--- config.mk ---
export PLATFORM = sky130hd
export DESIGN_NAME = fetch_controller
export DESIGN_NICKNAME = d
export VERILOG_FILES = /design/src/rtl/fetch_pkg.sv /design/src/rtl/fetch_fifo.sv /design/src/rtl/fetch_controller.sv
export SDC_FILE = /design/constraint.sdc
export NUM_CORES = 1
export LEC_CHECK = 0
export CAP_MARGIN = 20
export CORE_ASPECT_RATIO = 0.75
export CORE_MARGIN = 2
export CORE_UTILIZATION = 50
export CTS_BUF_LIST = sky130_fd_sc_hd__clkbuf_4 sky130_fd_sc_hd__clkbuf_8
export DETAILED_ROUTE_END_ITERATION = 10
export MAX_ROUTING_LAYER = met4
export PLACE_DENSITY = 0.82
export SETUP_SLACK_MARGIN = 0.3
export SLEW_MARGIN = 10
export SYNTH_ARGS = -nofsm -noshare
export SYNTH_HDL_FRONTEND = slang
export SYNTH_HIERARCHICAL = 1
export SYNTH_SLANG_ARGS = --single-unit
--- constraint.sdc ---
create_clock -name clk -period 2.59 [get_ports clk]
set_input_delay 0.518 -clock clk [delete_from_list [all_inputs] [get_ports clk]]
set_output_delay 0.518 -clock clk [all_outputs]
set_load 0.03 [all_outputs]
--- src/rtl/fetch_pkg.sv ---
// fetch_pkg: shared state encoding, entry layout and constants for the fetch stage
package fetch_pkg;
  localparam logic [31:0] RESET_VECTOR_DEFAULT = 32'hBFC0_0000;
  localparam int INSTR_BYTES = 4;
  typedef enum logic [1:0] {IDLE, RUN, DRAIN, HALTED} fetch_state_e;
  typedef struct packed {
    logic [31:0] pc;
    logic [31:0] instr;
  } fetch_entry_t;
endpackage

--- src/rtl/fetch_fifo.sv ---
// fetch_fifo: prefetch queue with registered storage; dout holds the last presented entry while empty
module fetch_fifo #(
  parameter int DEPTH = 2,
  parameter int WIDTH = 64
) (
  input  logic             clk,
  input  logic             rst_n,
  input  logic             push,
  input  logic             pop,
  input  logic             flush,
  input  logic [WIDTH-1:0] din,
  output logic [WIDTH-1:0] dout,
  output logic             full,
  output logic             empty
);
  localparam int PW = $clog2(DEPTH) + 1;
  logic [PW-1:0] wr_q, rd_q;
  logic [WIDTH-1:0] mem_q [DEPTH];
  logic [WIDTH-1:0] last_q;
  assign empty = wr_q == rd_q;
  assign full = (wr_q[PW-1] != rd_q[PW-1]) && (wr_q[PW-2:0] == rd_q[PW-2:0]);
  assign dout = empty ? last_q : mem_q[rd_q[PW-2:0]];
  always_ff @(posedge clk or negedge rst_n)
    if (!rst_n) begin
      wr_q <= '0;
      rd_q <= '0;
      last_q <= '0;
      for (int i = 0; i < DEPTH; i++) mem_q[i] <= '0;
    end else begin
      if (!empty) last_q <= mem_q[rd_q[PW-2:0]];
      if (flush) begin
        wr_q <= '0;
        rd_q <= '0;
      end else begin
        if (push) begin
          mem_q[wr_q[PW-2:0]] <= din;
          wr_q <= wr_q + PW'(1);
        end
        if (pop) rd_q <= rd_q + PW'(1);
      end
    end
endmodule

--- src/rtl/fetch_controller.sv ---
// fetch_controller: PC sequencing, prefetch queue, redirect and halt handling for the fetch stage.
// Define FETCH_PERF_CNT_EN to add saturating fetched/stall/flush performance counters.
module fetch_controller
  import fetch_pkg::*;
#(
  parameter int ADDRESS_WIDTH = 32,
  parameter int DATA_WIDTH = 32,
  parameter int FIFO_DEPTH = 2,
  parameter logic [ADDRESS_WIDTH-1:0] RESET_VECTOR = ADDRESS_WIDTH'(RESET_VECTOR_DEFAULT)
) (
  input  logic                     clk,
  input  logic                     rst_n,
  output logic [ADDRESS_WIDTH-1:0] imem_addr,
  input  logic [DATA_WIDTH-1:0]    imem_instr,
  output logic                     fetch_valid,
  input  logic                     fetch_ready,
  output logic [DATA_WIDTH-1:0]    fetch_instr,
  output logic [ADDRESS_WIDTH-1:0] fetch_pc,
  input  logic                     redirect_valid,
  input  logic [ADDRESS_WIDTH-1:0] redirect_pc,
  input  logic                     halt_req,
  output logic                     halted
`ifdef FETCH_PERF_CNT_EN
  ,
  output logic [31:0]              perf_fetched,
  output logic [31:0]              perf_stall,
  output logic [31:0]              perf_flush
`endif
);
  localparam int AW = ADDRESS_WIDTH;
  localparam int DW = DATA_WIDTH;
  fetch_state_e state_q, state_d;
  logic [AW-1:0] pc_q;
  logic [AW+DW-1:0] head;
  logic full, empty, redirect, pop, push;
  assign redirect = redirect_valid && state_q != IDLE;
  assign fetch_valid = !empty;
  assign pop = fetch_valid && fetch_ready && !redirect;
  // halt_req stops new fetches immediately, so draining only ever shrinks the queue
  assign push = state_q == RUN && !halt_req && (!full || pop) && !redirect;
  assign imem_addr = pc_q;
  assign {fetch_pc, fetch_instr} = head;
  assign halted = state_q == HALTED;
  always_comb begin
    state_d = state_q;
    state_d = state_q == IDLE ? RUN :
              state_q == RUN  ? (halt_req ? DRAIN : RUN) :
              !halt_req       ? RUN :
              empty           ? HALTED : state_q;
  end
  always_ff @(posedge clk or negedge rst_n)
    if (!rst_n) begin
      state_q <= IDLE;
      pc_q <= RESET_VECTOR;
    end else begin
      state_q <= state_d;
      if (redirect) pc_q <= {redirect_pc[AW-1:2], 2'b00};
      else if (push) pc_q <= pc_q + AW'(INSTR_BYTES);
    end
  fetch_fifo #(.DEPTH(FIFO_DEPTH), .WIDTH(AW + DW)) u_fifo (
    .clk   (clk),
    .rst_n (rst_n),
    .push  (push),
    .pop   (pop),
    .flush (redirect),
    .din   ({pc_q, imem_instr}),
    .dout  (head),
    .full  (full),
    .empty (empty)
  );
`ifdef FETCH_PERF_CNT_EN
  logic stall;
  assign stall = state_q == RUN && full && !pop;
  always_ff @(posedge clk or negedge rst_n)
    if (!rst_n) begin
      perf_fetched <= '0;
      perf_stall <= '0;
      perf_flush <= '0;
    end else begin
      if (push && !(&perf_fetched)) perf_fetched <= perf_fetched + 32'd1;
      if (stall && !(&perf_stall)) perf_stall <= perf_stall + 32'd1;
      if (redirect && !(&perf_flush)) perf_flush <= perf_flush + 32'd1;
    end
`endif
endmodule

==> impl_results.md, run 1 <==
* Status: complete, but fails checks
* Failing checks: negative setup slack
* Slew @ Worst Pin at 0.579 ns
* FF/Latch Area at ~5700 sq um
* Max Cap Viol at 0
* Dpl hpwl at between 10000 and 15000 microns
* Congestion Overflow GR at 0
* GR Util All Layers at 0.251
* Sequential area share after synthesis at 0.561
* Remaining antenna violation count at 0
* Unique masters post-synth at 41
* Top Ports at roughly 170
* Hold crit path type: flip-flop to flip-flop
* Synth Area per Inst at roughly 14 sq um
* Vias per inst at ~5.4
* Reg clk slew, reported paths at 0.07 ns
* Sw Ratio at 0.338
* RSZ-0062 raised after global routing: true
* Clock root cell: clkbuf_8
* Final setup viols at between 200 and 250
* Skew final at 0.0271 ns
* Clock Latency Late Sink at approximately 0.53 ns
* Total CTS buffers at 36
* YS warnings at 6
* Critical Path RT at 2.98 ns
* Drt first-iter violations at 533
* Vias in the first global route at approximately 7.2k
* Main synth FF type: dfrtp_1
* Power Dens Cells at around 1100 nW/um^2
* Global-route wire length before repair at 40400 microns
* Hold Slack at approximately 0.50 ns
* DRT Pass-1 Iters at 5
* Gpl congestion at ~0.80
* Clock power frac at 0.192
* Initial core utilization at 0.507
* Post-synth ARST share at 1.00
* Total number of vias at 6975
* Synth Register Bits at ~230
* Max-slew headroom at 0.614
* Core area at about 20000 sq um
* Mapped cell area at ~10000 sq um
* Chip Height at ~130 microns
* Nets at between 1k and 1.5k
* Number of flops mapped to enable cells by yosys at 0
* Port buffer count at ~160
* Post-Syn Instances at around 700
* Util after Layout at 0.754
* Layout cells sized above 1 at 0.529
* Die W at 169 microns
* Final setup margin at -0.261 ns
* N_diodes at 0
* Sw Pwr at ~5.7 mW
* Final Hold Viols at 0
* Detailed Route WL at about 29000 microns
* Highest clock rate at between 300 and 400 MHz
* Fin area at between 15000 and 20000 sq um
* Cell leakage power at around 7.3 nW
* Crit start category: flip-flop
* DIE AREA at about 22000 sq um
* Setup CP Type: flip-flop to flip-flop
* Initial antenna violation count at 0
* Logic pwr share at 0.473
* Clock Tree Buf Depth at 3
* Finished Layout Cells at roughly 1.3k
* Most frequent cells in the layout: dfrtp_1 (217), mux2_4 (181), buf_6 (94)
* Post-Place Setup Slack at -0.198 ns
* Crit Path Max Fanout at 8
* Largest net degree at the start of global routing at between 70 and 80
* CTS tree: yes
* Final-layout fill cell count at around 1.2k
* Area of the multi-input gates at 4830 sq um
* Crit path time final at approximately 2.9 ns
* Peak VDD IR at between 0.7 and 0.8 mV
* Synth-to-layout area growth at 48.8%
* Max-slew violation count at 0
* Internal power at 11.1 mW
* Placed cell count at around 1.1k
* CP Data Arrival Time at 3.25 ns
* Placed Area at roughly 12000 sq um
* Post-route clock period utilization at 1.10
* DR WL/cell at around 22 microns
* Std cell rows at 45
* CP endpoint kind: flip-flop
* Fraction of power consumed by sequential logic at 0.334
* Max H-tree Level at 2
* Clock sinks at 228
* # DRC at 0
* Most common cell after layout, fill and taps aside: dfrtp_1
-- stage by stage --
stage                     TNS, ns  total power, mW
after floorplan                 0             9.55
after global placement     -13.92             11.5
after detailed placement   -15.53             11.7
after CTS                  -19.44             15.9
after global routing       -43.23             17.5
final                      -31.51             16.7
-- final timing paths --
kind                                         from  cells after the start  slack [ns]                end
max in group asynchronous                   rst_n                      3        1.24      imem_addr[28]
worst min register to register  u_fifo/last_q[50]                      1        0.50  u_fifo/last_q[50]
worst max register to register     u_fifo/rd_q[0]                     15       -0.26   u_fifo/mem_q[26]
min in group asynchronous                   rst_n                      2        0.57  u_fifo/mem_q[100]
worst max-delay path               u_fifo/rd_q[0]                     15       -0.26   u_fifo/mem_q[26]
worst min-delay path            u_fifo/last_q[50]                      1        0.50  u_fifo/last_q[50]
-- power by group through the flow --
stage / clock [mW] / combinational [mW] / sequential (mW)
after floorplan: 0 / 4.11 / 5.44
after global placement: 0 / 6.08 / 5.46
after detailed placement: 0 / 6.18 / 5.52
after CTS: 3.25 / 7.14 / 5.50
after global routing: 3.45 / 8.27 / 5.73
final: 3.22 / 7.92 / 5.60
-- state kept, by name, summed over array words and instances, names as in the netlist --
signal,cells
u_fifo/wr_q,2
u_fifo/rd_q,2
state_q,2
imem_addr,30
u_fifo/last_q,64
u_fifo/mem_q,128
-- logic make-up after synthesis --
kind of cell,synth area share
simple gates,0.0543
other cells,0.000368
fa+ha+maj,0.00123
xor+xnor,0.0258
mux,0.303
compound gates,0.0237
flops,0.561
buf+inv,0.0307
-- repair_timing --
item / CTS / global route
gates cloned: 15 / 4
hold endpoints to repair: 61 / 0
buffers inserted: 27 / 28
gates resized for setup: 338 / 209
setup endpoints to repair: 212 / 238
hold buffers: 1 / 0
pin swaps: 8 / 13
-- cell usage after synthesis (all sizes together), types with 2 or more instances --
| cell | count | share of area |
|---|---|---|
| a211oi | 2 | 0.0025 |
| a31oi | 4 | 0.0025 |
| and2 | 6 | 0.0037 |
| and3 | 4 | 0.0025 |
| and4 | 2 | 0.0017 |
| buf | 30 | 0.027 |
| clkbuf | 8 | 0.0029 |
| dfrtp | 219 | 0.54 |
| dfstp | 9 | 0.023 |
| inv | 3 | 0.0011 |
| mux2 | 257 | 0.30 |
| nand2 | 42 | 0.015 |
| nand3 | 16 | 0.0083 |
| nand4 | 14 | 0.0086 |
| nor2 | 12 | 0.0044 |
| nor3 | 3 | 0.0015 |
| o21ai | 28 | 0.014 |
| or3 | 2 | 0.0012 |
| or4 | 3 | 0.0022 |
| xnor2 | 7 | 0.0060 |
| xor2 | 23 | 0.020 |
-- final cells by class --
type | instances | area share
clock buffers | 57 | 0.0476
inverters | 3 | 0.000908
well taps | 258 | 0.0213
flip-flops and latches | 228 | 0.377
multi-input cells | 444 | 0.318
clock inverters | 7 | 0.00231
repair buffers | 283 | 0.232
-- critical path: stages, from the launching register on --
cell	delay, ns
dfrtp_4	0.51
xnor2_4	0.17
buf_6	0.14
nand2_8	0.08
buf_6	0.11
buf_6	0.09
inv_4	0.03
nand2b_4	0.15
a21oi_4	0.15
and2_4	0.18
buf_6	0.11
nand3b_1	0.18
buf_6	0.22
buf_6	0.12
buf_16	0.15
mux2_4	0.31
-- metal layers --
metal	share of wire	GRT usage	wire, microns
met1	0.44	0.338	12700
met2	0.48	0.392	13800
met3	0.058	0.0551	1670
met4	0.019	0.0619	534
met5	0	-	0
No activity file was read; power rests on OpenSTA's default activity.
==> run 2, diff against run 1 <==
--- a/config.mk
+++ b/config.mk
@@ -7,10 +7,10 @@
 export LEC_CHECK = 0
 export CAP_MARGIN = 20
 export CORE_ASPECT_RATIO = 0.75
-export CORE_MARGIN = 2
 export CORE_UTILIZATION = 50
 export CTS_BUF_LIST = sky130_fd_sc_hd__clkbuf_4 sky130_fd_sc_hd__clkbuf_8
 export DETAILED_ROUTE_END_ITERATION = 10
+export GPL_ROUTABILITY_DRIVEN = 0
 export MAX_ROUTING_LAYER = met4
 export PLACE_DENSITY = 0.82
 export SETUP_SLACK_MARGIN = 0.3
==> impl_results.md, run 2 (same netlist as run 1, synthesis figures left out) <==
* Largest Register: u_fifo/mem_q
* Core area at slightly below 20000 sq um
* Overall power at about 16 mW
* Final setup viols at 77
* Cell leakage power at between 7 and 8 nW
* Die W at between 150 and 200 microns
* Initial antenna violation count at 0
* Layout cells sized above 1 at 0.512
* Hold crit path type: flip-flop to flip-flop
* Max Cap Viol at 0
* Sw Pwr at about 5.4 mW
* Crit path time final at 2.79 ns
* Post-route clock period utilization at 1.08
* Drt first-iter violations at 447
* Fin area at between 10000 and 15000 sq um
* Most common cell after layout, fill and taps aside: dfrtp_1
* Total CTS buffers at 37
* RSZ-0062 raised after global routing: true
* DIE AREA at about 21000 sq um
* Failing checks: negative setup slack
* Chip Height at around 130 microns
* CTS tree: yes
* Skew final at approximately 0.027 ns
* Clock power frac at 0.216
* Power Dens Cells at around 1100 nW/um^2
* Total number of vias at just under 7k
* GR Util All Layers at 0.233
* Crit start category: flip-flop
* Std cell rows at 44
* Max reg flops at roughly 130
* Detailed Route WL at 26800 microns
* Synth-to-layout area growth at 43.3%
* Area of the multi-input gates at approximately 4800 sq um
* Flop-to-flop setup slack at -0.01 ns
* Final-layout fill cell count at 1197
* Slew @ Worst Pin at 0.694 ns
* Vias in the first global route at just under 7k
* Placed Area at ~12000 sq um
* Sw Ratio at 0.337
* # DRC at 0
* Fraction of power consumed by sequential logic at 0.347
* Most frequent cells in the layout: dfrtp_1 (218), mux2_4 (178), mux2_2 (79)
* Initial core utilization at 0.519
* Final Hold Viols at 0
* Critical Path RT at just over 2 ns
* Vias per inst at 5.47
* Clock Tree Buf Depth at 3
* DR WL/cell at 21.7 microns
* N_diodes at 0
* Nets at a little over 1k
* Clock sinks at approximately 230
* Hold path depth at 1
* Max-slew headroom at 0.536
* Dpl hpwl at 14100 microns
* Internal power at 10.7 mW
* Clock root cell: clkbuf_8
* CP endpoint kind: primary output
* Peak VDD IR at 0.970 mV
* Global-route wire length before repair at 37300 microns
* CP Data Arrival Time at around 2.3 ns
* Highest clock rate at 359 MHz
* Status: complete, but fails checks
* Crit Path Max Fanout at 8
* Clock Latency Late Sink at 0.54 ns
* Remaining antenna violation count at 0
* Max-slew violation count at 0
* DRT Pass-1 Iters at 5
* Setup CP Type: flip-flop to primary output
* Reg clk slew, reported paths at 0.06 ns
* Port buffer count at 162
* Logic pwr share at 0.438
* FF/Latch Area at 5720 sq um
* Top Ports at 167
* Final setup margin at -0.196 ns
* Worst-case reg-to-reg path depth at 11
* Largest net degree at the start of global routing at 85
* Congestion Overflow GR at 0
* Max H-tree Level at 2
==> run 2: changes by cell type in the layout (fill, tap and decap cells not counted), sizes merged <==
| cell | delta |
|---|---|
| clkinv | -3 |
| bufbuf | +1 |
| clkinvlp | +1 |
| inv | -1 |
| bufinv | +2 |
| clkdlybuf4s15 | +1 |
| buf | -48 |
| clkbuf | +11 |
| dlymetal6s2s | +1 |
| clkdlybuf4s50 | -1 |
| nand2 | -1 |
==> run 2: stage by stage <==
stage | hold WS, ns | util | cells | setup slack (ns) | TNS (ns)
6_report | 0.490 | 0.743 | 1238 | -0.196 | -6.26
3_5_place_dp | 0.477 | 0.633 | 1134 | -0.148 | -10.17
2_1_floorplan | 0.222 | - | 712 | 0.0678 | 0
3_3_place_gp | 0.475 | 0.633 | 1134 | -0.110 | -8.01
5_1_grt | 0.501 | 0.743 | 1238 | -0.223 | -10.80
4_1_cts | 0.489 | 0.698 | 1211 | -0.195 | -9.96
==> run 2: final cells by class <==
| class | count | share of cell area |
|---|---|---|
| clock buffers | 61 | 0.0515 |
| clock inverters | 6 | 0.00565 |
| inverters | 3 | 0.00163 |
| multi-input cells | 443 | 0.330 |
| flip-flops and latches | 228 | 0.392 |
| well taps | 253 | 0.0217 |
| repair buffers | 244 | 0.198 |
==> run 2: worst paths after layout <==
kind / from / end
setup / recovery: u_fifo/rd_q[0] / fetch_pc[29]
hold / removal: u_fifo/last_q[50] / u_fifo/last_q[50]
min in group asynchronous: rst_n / u_fifo/last_q[39]
max in group asynchronous: rst_n / u_fifo/mem_q[76]
setup reg to reg: u_fifo/rd_q[0] / u_fifo/mem_q[78]
hold reg to reg: u_fifo/last_q[50] / u_fifo/last_q[50]
==> run 2: critical path, cell delays in order (launching register included) <==
cell and delay [ns]:
dfrtp_4 0.47, buf_6 0.17, bufbuf_16 0.29, mux2_2 0.37, mux2_4 0.28, buf_6 0.14
==> run 2: repair_timing <==
action	in CTS	in global routing
resized for setup	269	260
cloned	5	13
setup buffers	4	14
hold buffers	1	0
pin swaps	1	14
hold endpoints to repair	1	0
setup endpoints to repair	228	239
==> run 2: power by group through the flow <==
stage	clock network (mW)	registers, mW	logic, mW
floorplan	0	5.44	4.11
global placement	0	5.46	6.06
detailed placement	0	5.51	6.16
CTS	3.53	5.50	6.38
global route	3.72	5.71	7.37
finish	3.47	5.59	7.04
==> run 2: routing by layer <==
layer / part of all wire / global-route usage / vias to the layer above
met5: 0 / - / -
met3: 0.054 / 0.0581 / 59
met1: 0.45 / 0.325 / 3487
li1: - / - / 3023
met4: 0.020 / 0.0550 / 0
met2: 0.47 / 0.342 / 208
